File: src/rtl/pfb_pkg.sv
// Shared types for the pixel frame buffer.
// Command encoding, controller states and an index-width helper.
package pfb_pkg;

  typedef enum logic [1:0] {
    CMD_NONE  = 2'b00,
    CMD_WRITE = 2'b01,
    CMD_READ  = 2'b10,
    CMD_CLEAR = 2'b11
  } cmd_e;

  typedef enum logic [1:0] {
    S_IDLE  = 2'b00,
    S_WRITE = 2'b01,
    S_READ  = 2'b10,
    S_CLEAR = 2'b11
  } state_e;

  // Never returns 0 so a single-entry range still gets a 1-bit index
  function automatic int idx_w(input int n);
    return (n > 1) ? $clog2(n) : 1;
  endfunction

endpackage

File: src/rtl/pixel_frame_buffer_if.sv
// Command, write-stream and read-stream bundle of the frame buffer.
// master drives commands and streams in; slave is the buffer.
interface pixel_frame_buffer_if
  import pfb_pkg::*;
#(
  parameter int DATA_W = 8,
  parameter int CHAN_W = 2
);

  logic              start;
  cmd_e              cmd;
  logic              abort;
  logic              in_valid;
  logic [DATA_W-1:0] in_data;
  logic              in_ready;
  logic              out_valid;
  logic [DATA_W-1:0] out_data;
  logic              out_ready;
  logic [CHAN_W-1:0] out_chan;
  logic              out_last;
  logic              busy;
  logic              done;

  modport master (
    output start, cmd, abort,
    output in_valid, in_data,
    output out_ready,
    input  in_ready,
    input  out_valid, out_data,
    input  out_chan, out_last,
    input  busy, done
  );

  modport slave (
    input  start, cmd, abort,
    input  in_valid, in_data,
    input  out_ready,
    output in_ready,
    output out_valid, out_data,
    output out_chan, out_last,
    output busy, done
  );

endinterface

File: src/rtl/pfb_mem.sv
// Single-port synchronous RAM, read-before-write, 1-cycle latency.
// Contents are deliberately not reset.
module pfb_mem #(
  parameter int DATA_W = 8,
  parameter int DEPTH  = 12,
  parameter int ADDR_W = 4
) (
  input  logic              clk,
  input  logic              i_we,
  input  logic [ADDR_W-1:0] i_addr,
  input  logic [DATA_W-1:0] i_wdata,
  output logic [DATA_W-1:0] o_rdata
);

  logic [DATA_W-1:0] r_mem [DEPTH];

  always_ff @(posedge clk) begin
    if (i_we) begin
      r_mem[i_addr] <= i_wdata;
    end
    o_rdata <= r_mem[i_addr];
  end

endmodule

File: src/rtl/pixel_frame_buffer.sv
// Frame buffer controller: streamed write, streamed read, clear.
// Reads re-address the RAM every cycle so stalled data stays stable.
module pixel_frame_buffer
  import pfb_pkg::*;
#(
  parameter int DATA_W   = 8,
  parameter int IMG_W    = 2,
  parameter int IMG_H    = 2,
  parameter int CHANNELS = 3
) (
  input logic                 clk,
  input logic                 rst_n,
  pixel_frame_buffer_if.slave bus
);

  localparam int DEPTH  = IMG_W * IMG_H * CHANNELS;
  localparam int PTR_W  = idx_w(DEPTH);
  localparam int CHAN_W = idx_w(CHANNELS);

  localparam logic [PTR_W-1:0]  LAST_PTR  = PTR_W'(DEPTH - 1);
  localparam logic [CHAN_W-1:0] LAST_CHAN = CHAN_W'(CHANNELS - 1);

  state_e              r_state;
  logic [PTR_W-1:0]    r_ptr;
  logic [CHAN_W-1:0]   r_chan;
  logic                r_out_valid;
  logic                r_done;

  state_e              w_state_nxt;
  logic [PTR_W-1:0]    w_ptr_nxt;
  logic [CHAN_W-1:0]   w_chan_nxt;
  logic                w_ovld_nxt;
  logic                w_done_nxt;

  logic                w_we;
  logic [PTR_W-1:0]    w_addr;
  logic [DATA_W-1:0]   w_wdata;
  logic [DATA_W-1:0]   w_rdata;
  logic                w_last;
  logic                w_wr_hs;
  logic                w_rd_hs;

  pfb_mem #(
    .DATA_W (DATA_W),
    .DEPTH  (DEPTH),
    .ADDR_W (PTR_W)
  ) u_mem (
    .clk     (clk),
    .i_we    (w_we),
    .i_addr  (w_addr),
    .i_wdata (w_wdata),
    .o_rdata (w_rdata)
  );

  assign w_last  = (r_ptr == LAST_PTR);
  assign w_wr_hs = (r_state == S_WRITE) && bus.in_valid
                   && !bus.abort;
  assign w_rd_hs = (r_state == S_READ) && r_out_valid
                   && bus.out_ready && !bus.abort;

  always_comb begin
    w_state_nxt = r_state;
    w_ptr_nxt   = r_ptr;
    w_chan_nxt  = r_chan;
    w_ovld_nxt  = r_out_valid;
    w_done_nxt  = 1'b0;
    w_we        = 1'b0;
    w_addr      = r_ptr;
    w_wdata     = '0;
    unique case (r_state)
      S_IDLE: begin
        w_ptr_nxt  = '0;
        w_chan_nxt = '0;
        w_ovld_nxt = 1'b0;
        if (bus.start) begin
          unique case (bus.cmd)
            CMD_WRITE: w_state_nxt = S_WRITE;
            CMD_READ:  w_state_nxt = S_READ;
            CMD_CLEAR: w_state_nxt = S_CLEAR;
            CMD_NONE:  w_state_nxt = S_IDLE;
          endcase
        end
      end
      S_WRITE: begin
        if (bus.abort) begin
          w_state_nxt = S_IDLE;
          w_ptr_nxt   = '0;
        end else if (w_wr_hs) begin
          w_we    = 1'b1;
          w_wdata = bus.in_data;
          if (w_last) begin
            w_state_nxt = S_IDLE;
            w_ptr_nxt   = '0;
            w_done_nxt  = 1'b1;
          end else begin
            w_ptr_nxt = r_ptr + 1'b1;
          end
        end
      end
      S_READ: begin
        if (bus.abort) begin
          w_state_nxt = S_IDLE;
          w_ptr_nxt   = '0;
          w_chan_nxt  = '0;
          w_ovld_nxt  = 1'b0;
        end else begin
          // First READ cycle fetches word 0; it is valid next cycle
          w_ovld_nxt = 1'b1;
          if (w_rd_hs) begin
            if (w_last) begin
              w_state_nxt = S_IDLE;
              w_ptr_nxt   = '0;
              w_chan_nxt  = '0;
              w_ovld_nxt  = 1'b0;
              w_done_nxt  = 1'b1;
            end else begin
              w_ptr_nxt  = r_ptr + 1'b1;
              w_addr     = r_ptr + 1'b1;
              w_chan_nxt = (r_chan == LAST_CHAN) ? '0
                           : r_chan + 1'b1;
            end
          end
        end
      end
      S_CLEAR: begin
        if (bus.abort) begin
          w_state_nxt = S_IDLE;
          w_ptr_nxt   = '0;
        end else begin
          w_we = 1'b1;
          if (w_last) begin
            w_state_nxt = S_IDLE;
            w_ptr_nxt   = '0;
            w_done_nxt  = 1'b1;
          end else begin
            w_ptr_nxt = r_ptr + 1'b1;
          end
        end
      end
    endcase
  end

  always_ff @(posedge clk or negedge rst_n) begin
    if (!rst_n) begin
      r_state     <= S_IDLE;
      r_ptr       <= '0;
      r_chan      <= '0;
      r_out_valid <= 1'b0;
      r_done      <= 1'b0;
    end else begin
      r_state     <= w_state_nxt;
      r_ptr       <= w_ptr_nxt;
      r_chan      <= w_chan_nxt;
      r_out_valid <= w_ovld_nxt;
      r_done      <= w_done_nxt;
    end
  end

  assign bus.in_ready  = (r_state == S_WRITE) && !bus.abort;
  assign bus.out_valid = r_out_valid;
  assign bus.out_data  = r_out_valid ? w_rdata : '0;
  assign bus.out_chan  = r_out_valid ? r_chan : '0;
  assign bus.out_last  = r_out_valid && w_last;
  assign bus.busy      = (r_state != S_IDLE);
  assign bus.done      = r_done;

endmodule

File: src/flat_wrapper.sv
// flat-port wrapper written by rule: the top's interface ports become plain ports
module pixel_frame_buffer_flat import pfb_pkg::*;
#(
  parameter int DATA_W   = 8,
  parameter int IMG_W    = 2,
  parameter int IMG_H    = 2,
  parameter int CHANNELS = 3
)
  (clk, rst_n, bus_start, bus_cmd, bus_abort, bus_in_valid, bus_in_data, bus_out_ready, bus_in_ready, bus_out_valid, bus_out_data, bus_out_chan, bus_out_last, bus_busy, bus_done);
  pixel_frame_buffer_if #(.DATA_W(DATA_W), .CHAN_W(2)) bus_i ();
  input logic clk;
  input logic rst_n;
  input wire logic [$bits(bus_i.start)-1:0] bus_start;
  input wire logic [$bits(bus_i.cmd)-1:0] bus_cmd;
  input wire logic [$bits(bus_i.abort)-1:0] bus_abort;
  input wire logic [$bits(bus_i.in_valid)-1:0] bus_in_valid;
  input wire logic [$bits(bus_i.in_data)-1:0] bus_in_data;
  input wire logic [$bits(bus_i.out_ready)-1:0] bus_out_ready;
  output wire logic [$bits(bus_i.in_ready)-1:0] bus_in_ready;
  output wire logic [$bits(bus_i.out_valid)-1:0] bus_out_valid;
  output wire logic [$bits(bus_i.out_data)-1:0] bus_out_data;
  output wire logic [$bits(bus_i.out_chan)-1:0] bus_out_chan;
  output wire logic [$bits(bus_i.out_last)-1:0] bus_out_last;
  output wire logic [$bits(bus_i.busy)-1:0] bus_busy;
  output wire logic [$bits(bus_i.done)-1:0] bus_done;
  assign bus_i.start = bus_start;
  assign bus_i.cmd = bus_cmd;
  assign bus_i.abort = bus_abort;
  assign bus_i.in_valid = bus_in_valid;
  assign bus_i.in_data = bus_in_data;
  assign bus_i.out_ready = bus_out_ready;
  assign bus_in_ready = bus_i.in_ready;
  assign bus_out_valid = bus_i.out_valid;
  assign bus_out_data = bus_i.out_data;
  assign bus_out_chan = bus_i.out_chan;
  assign bus_out_last = bus_i.out_last;
  assign bus_busy = bus_i.busy;
  assign bus_done = bus_i.done;
  pixel_frame_buffer #(.DATA_W(DATA_W), .IMG_W(IMG_W), .IMG_H(IMG_H), .CHANNELS(CHANNELS)) u_core (.clk(clk), .rst_n(rst_n), .bus(bus_i));
endmodule
File: config.mk
export PLATFORM = sky130hd
export DESIGN_NAME = pixel_frame_buffer_flat
export DESIGN_NICKNAME = d
export VERILOG_FILES = /design/src/rtl/pfb_pkg.sv /design/src/rtl/pixel_frame_buffer_if.sv /design/src/rtl/pfb_mem.sv /design/src/rtl/pixel_frame_buffer.sv /design/src/flat_wrapper.sv
export SDC_FILE = /design/constraint.sdc
export NUM_CORES = 1
export LEC_CHECK = 0
export ABC_AREA = 1
export CAP_MARGIN = 10
export CORE_MARGIN = 2
export CORE_UTILIZATION = 61
export CTS_BUF_LIST = sky130_fd_sc_hd__clkbuf_8
export DETAILED_ROUTE_END_ITERATION = 8
export GPL_TIMING_DRIVEN = 0
export HOLD_SLACK_MARGIN = 0.12
export PLACE_DENSITY_LB_ADDON = 0.15
export SLEW_MARGIN = 30
export SYNTH_ARGS = -nofsm -noshare
export SYNTH_HDL_FRONTEND = slang
export SYNTH_SLANG_ARGS = --single-unit
export TNS_END_PERCENT = 1
File: constraint.sdc
create_clock -name clk -period 2.9 [get_ports clk]
set_clock_uncertainty 0.15 [all_clocks]
set_input_delay 0.435 -clock clk [delete_from_list [all_inputs] [get_ports clk]]
set_output_delay 0.435 -clock clk [all_outputs]
set_load 0.03 [all_outputs]
Word level (Yosys, flattened, before mapping)
Memory sizes are Yosys's and may differ from the RTL's. A register that Yosys moved wholly into a read port is not among the register bits.
Cells that the tools add are included.
{"block": "classes", "n_reduce_logical": 15, "add_sub_neg": 2, "eq_ne": 11, "muxes": 47}
{"operator": "$mux W4", "count": 10}
{"operator": "$mux W8", "count": 4}
{"operator": "$mux W2", "count": 12}
{"operator": "$pmux W2 S4", "count": 2}
{"operator": "$pmux W4 S4", "count": 1}
{"operator": "$mux W1", "count": 14}
{"operator": "$eq A2 B2 Y1 const B", "count": 5}
{"operator": "$logic_and A1 B1 Y1", "count": 7}
{"operator": "$ne A3 B2 Y1 const B", "count": 2}
{"operator": "$add A4 B1 Y4 const B", "count": 1}
{"operator": "$eq A2 B1 Y1 const B", "count": 2}
{"operator": "$eq A4 B4 Y1 const B", "count": 1}
{"operator": "$logic_not A2 Y1", "count": 2}
{"operator": "$pmux W1 S2", "count": 2}
{"operator": "$pmux W2 S2", "count": 1}
{"operator": "$reduce_and A2 Y1", "count": 2}
{"operator": "$reduce_bool A2 Y1", "count": 2}
{"operator": "$pmux W1 S3", "count": 1}
{"operator": "$reduce_and A3 Y1", "count": 1}
{"operator": "$add A2 B1 Y2 const B", "count": 1}
{"operator": "$ne A2 B2 Y1 const B", "count": 1}
{"operator": "$logic_not A1 Y1", "count": 1}
{"block": "totals", "ramBits": 96, "mem_count": 1, "in_bits": 16, "ff_bits": 10, "output_inout_bits": 15}
{"name": "u_core.u_mem.r_mem", "words": 12, "word_bits": 8, "rd": 1, "rd_ports_with_merged_regs": 1, "write_ports": 1, "line": "pfb_mem.sv:15", "source": "logic [DATA_W-1:0] r_mem [DEPTH];"}

Longest topological paths before layout
{"block": "depth", "depth_word": 8, "mapped_depth": 13, "ltp_nobuf": 12}

Cells and area by module
A second synthesis with hierarchy kept.
{"block": "hier_totals", "hier_cells": 524, "hier_area_um2": 5193.7}
{"module": "pfb_mem", "area_each_um2": 4393.0, "instances": 1, "cells_per_inst": 393}
{"module": "pixel_frame_buffer", "area_each_um2": 800.8, "instances": 1, "cells_per_inst": 131}

Worst setup path after synthesis
Ideal clock, no wire load.
{"block": "synth_path", "path_kind": "flip-flop to flip-flop", "startpoint": "register u_core.r_ptr[0]", "endpoint": "memory u_core.u_mem.r_mem[5][0] (enable)", "period_less_slack_ps": 2601, "t_required_ps": 2380, "path_stages_with_launch": 10, "setup_slack_ps": 299, "n_path_buf": 1, "arrival_ps": 2081, "setup_ps": 370, "path_cell_list": "dfrtp_1 > ha_1 > nand3_2 > ha_1 > inv_1 > nand3_2 > nand2_2 > buf_2 > nand3_1 > nor2_1"}
{"block": "synth_between", "elab_chain_cells": 5}
{"element": "from (decl)", "line": "pixel_frame_buffer.sv:24", "source": "logic [PTR_W-1:0] r_ptr;"}
{"element": "from (signal assigned)", "line": "pixel_frame_buffer.sv:152", "source": "r_ptr <= w_ptr_nxt;"}
{"element": "$add A4 B1 Y4 or $eq A4 B4 Y1 (tied branches)", "line": "pixel_frame_buffer.sv:118, pixel_frame_buffer.sv:55"}
{"element": "$mux W4", "line": "pixel_frame_buffer.sv:110", "source": "if (w_last) begin"}
{"element": "$mux W4", "line": "pixel_frame_buffer.sv:109", "source": "if (w_rd_hs) begin"}
{"element": "$mux W4", "line": "pixel_frame_buffer.sv:101", "source": "if (bus.abort) begin"}
{"element": "$mux W4 *", "line": "pixel_frame_buffer.sv:70", "source": "unique case (r_state)"}
{"element": "to (decl)", "line": "pfb_mem.sv:15"}
Mark *: on every way between the ends. The rest lies on a longest branch, timed or not.

Final worst setup path
{"block": "layout_path", "startpoint": "register u_core.r_ptr[0]", "endpoint": "memory u_core.u_mem.r_mem[5][2] (enable)"}
The elaborated chain is that of the path after synthesis.

==> run summary <==
Finish
• **final non-filler cell area** 0.00607 mm2
• **count of non-filler cells in the finished layout** 682
• **nets** 583
• **final core utilization** 74.3%
• **layout-stage area growth over the synthesis result** 18.9%
• **fraction of final layout cells with drive strength greater than 1** 15.8%
• **count of antenna diodes in the layout** 0

Floorplan
• **initial standard-cell utilization of the core** 62.5%
• **die extent in y** 95.5 um
• **std cell rows** 33
• **Die Footprint** 0.00912 mm2
• **number of I/O pins** 31
• **Core Area** 0.00818 mm2
• **DIE WIDTH** 95.5 um

Critical path
• **worst stage delay on the critical path** 400 ps
• **worst endpoint data arrival time** 2710 ps
• **cell depth of the worst flop-to-flop path** 9
• **setup slack of the worst register-to-register path** 130 ps
• **slowest CP cell** sky130_fd_sc_hd__dfrtp_1
• **Critical Path Source Type** flip-flop
• **cell-by-cell trace of the critical path** ha_1 > nand3_2 > ha_1 > inv_1 > nand3_2 > nand2_4 > buf_4 > nand3_4 > nor2_4
• **Worst setup EP type** flip-flop
• **launch point of the worst path** u_core.r_ptr[0]
• **required arrival time at the worst endpoint** 2840 ps
• **top fanout value on the critical path** 10
• **startpoint of the worst-slack reg-to-reg timing path** u_core.r_ptr[0]
• **CP Class** reg -> reg
• **reg-to-reg endpoint** u_core.u_mem.r_mem[5][2]

Timing
• **final cycle utilization of the critical path** 95.4%
• **Fin. Hold Viols** 0
• **post-route minimum period** 2770 ps
• **Relative slew margins** 51.0%
• **Worst Tran Pin Value** 734 ps
• **Post-Route Hold Slack** 187 ps
• **final setup fails** 0
• **maximum operating frequency** 361 MHz
• **final setup margin** 132 ps
• **Post-Route Setup TNS** 0 ps
• **setup repair after global routing missed its margin** no
• **Slew Limit Fails** 0

Power
• **total power** 4.85 mW
• **peak ir drop on the vdd network** 0.416 mV
• **net switching power of the design** 1.67 mW
• **Logic pwr share** 30.6%
• **Switching Share** 34.3%
• **total power divided by cell area** 799 mW/mm2
• **clock network fraction of total power** 29.6%
• **part of the total power dissipated in sequential elements** 39.8%
• **internal power** 3.18 mW
• **reported leakage power** 2.49 nW

Clock tree
• **buffer type at the clock tree root** sky130_fd_sc_hd__clkbuf_8
• **post-cts hold buffer count** 0
• **worst-case clock buffer depth** 2
• **clock slew seen by the registers of the worst setup and hold paths** 70 ps
• **number of levels the H-tree was split into** 4
• **clock sinks** 114
• **clock tree from TritonCTS** done
• **Clk Latency, worst-skew pair** 410 ps
• **cts bufs inserted** 17

Placement
• **DP HPWL** 7540 um
• **setup slack at placement** -294 ps
• **Placed Cells incl. Taps** 651
• **number of buffers inserted by port buffering** 30
• **GPL Wtd Cong** 0.925
• **placed standard-cell area** 0.00555 mm2

Min path
• **Hold Crit Class** in -> async

Synth
• **mean post-synth cell area** 9.90 um2
• **Synth warnings** 0
• **commonest cells in the netlist** sky130_fd_sc_hd__nand2_1 (215), sky130_fd_sc_hd__edfxtp_1 (96), sky130_fd_sc_hd__nand3_1 (66)
• **post-synthesis cell type with the largest combined area** sky130_fd_sc_hd__edfxtp_1
• **Cell variety after synth** 29
• **top cell type's share of synthesized area** 56.5%
• **Post-Synthesis Cell Area** 0.00511 mm2
• **predominant post-synthesis flop cell** sky130_fd_sc_hd__edfxtp_1
• **number of enable flip-flop cells after synthesis** 96
• **post-synthesis net count** 534
• **leading cell type by number of instances after synthesis** sky130_fd_sc_hd__nand2_1
• **flip-flop and latch count after synthesis** 114
• **top area cells in the synthesized netlist** sky130_fd_sc_hd__edfxtp_1 (56%), sky130_fd_sc_hd__nand2_1 (16%), sky130_fd_sc_hd__nand3_1 (6.5%), sky130_fd_sc_hd__dfrtp_1 (4.9%), sky130_fd_sc_hd__dfxtp_1 (3.1%)
• **proportion of register bits with asynchronous set or reset after synthesis** 8.77%
• **Post-Synthesis Cells** 516
• **sequential share of the synthesized area** 64.5%

Routing
• **vias per cell** 5.34
• **average wire per cell in the routed design** 16.4 um
• **remaining number of nets flagged by the antenna check after routing** 0
• **first drt pass iteration count** 4
• **drc violations** 0
• **initial detailed-routing violation count** 236
• **via total after detailed routing** 3640
• **Total Wirelength** 11200 um

Global routing
• **number of antenna violations at the first check in global routing** 0
• **total grt overflow** 0
• **pin count of the biggest net entering global routing** 17
• **global-route usage over all layers** 27.2%
• **number of global-route vias before repair** 3487
• **wire length of the first global-routing pass** 17600 um

Run status
• **outcome** completed

Flow run
• **number of max-cap violations** 0

[flip-flops by register name, summed over array words and instances, names as in the netlist]
register              count
u_core.u_mem.r_mem       96
u_core.u_mem.o_rdata      8
u_core.r_ptr              4
u_core.r_chan             2
u_core.r_state            2
u_core.bus.done           1
u_core.bus.out_valid      1
[how the worst max path moves through the flow]
stage | end | cells after the start
3_3_place_gp | u_core.u_mem.r_mem[5][3] | 8
2_1_floorplan | u_core.u_mem.r_mem[5][0] | 9
3_5_place_dp | u_core.u_mem.r_mem[5][6] | 8
5_1_grt | u_core.u_mem.r_mem[5][2] | 9
6_report | u_core.u_mem.r_mem[5][2] | 9
4_1_cts | u_core.u_mem.r_mem[5][6] | 9
[cell usage in the layout, fill, tap and decap left out, drive strengths merged]
cell	count
clkbuf	18
nor2	29
bufinv	3
clkinv	8
ha	2
or2	1
o21ai	10
inv	44
clkinvlp	1
xor2	2
nand3	71
clkdlybuf4s50	30
a21oi	2
dfxtp	8
nand4	1
buf	16
a31oi	1
nand2	221
edfxtp	96
o22ai	3
dfrtp	10
[cell families after synthesis]
group	share of synthesized area (%)
compound gates	2.11
xor+xnor	0.343
fa+ha+maj	0.490
buf+inv	5.10
flops	64.5
simple gates	27.5
[power groups by stage]
stage | logic (mW) | registers, mW | clock network, mW
floorplan | 0.996 | 1.96 | 0
global placement | 1.39 | 1.96 | 0
detailed placement | 1.42 | 1.96 | 0
CTS | 1.43 | 1.93 | 1.45
global route | 1.65 | 1.94 | 1.53
finish | 1.49 | 1.93 | 1.44
[routing by layer]
metal | vias to the layer above | track usage [%] | routed length [um]
met5 | - | 0 | 0
met4 | 0 | 9.29 | 266
met3 | 22 | 6.25 | 839
met2 | 156 | 44.3 | 5350
met1 | 1658 | 36.3 | 4760
li1 | 1804 | - | -
[critical path, delay by kind of cell, from the launching register on]
kind	cells	cell delay [ps]
AND/OR/NAND/NOR	5	1000
buffers and inverters	2	300
adder cells (fa/ha/maj)	2	590
flip-flops	1	400
[area by class of cell]
cell class | count | area (um2)
plain buffers | 17 | 105
clock buffers | 17 | 234
clock inverters | 14 | 149
fillers | 587 | 2100
inverters | 42 | 158
multi-input cells | 343 | 1700
flip-flops and latches | 114 | 3290
well taps | 105 | 131
repair buffers | 30 | 300
[what timing repair did]
item,in CTS,in global routing
setup endpoints to repair,96,96
pin swaps,1,4
resized for setup,18,15
buffers inserted,0,0
endpoints found under the hold margin,0,0
(Power assumes the default switching activity.)
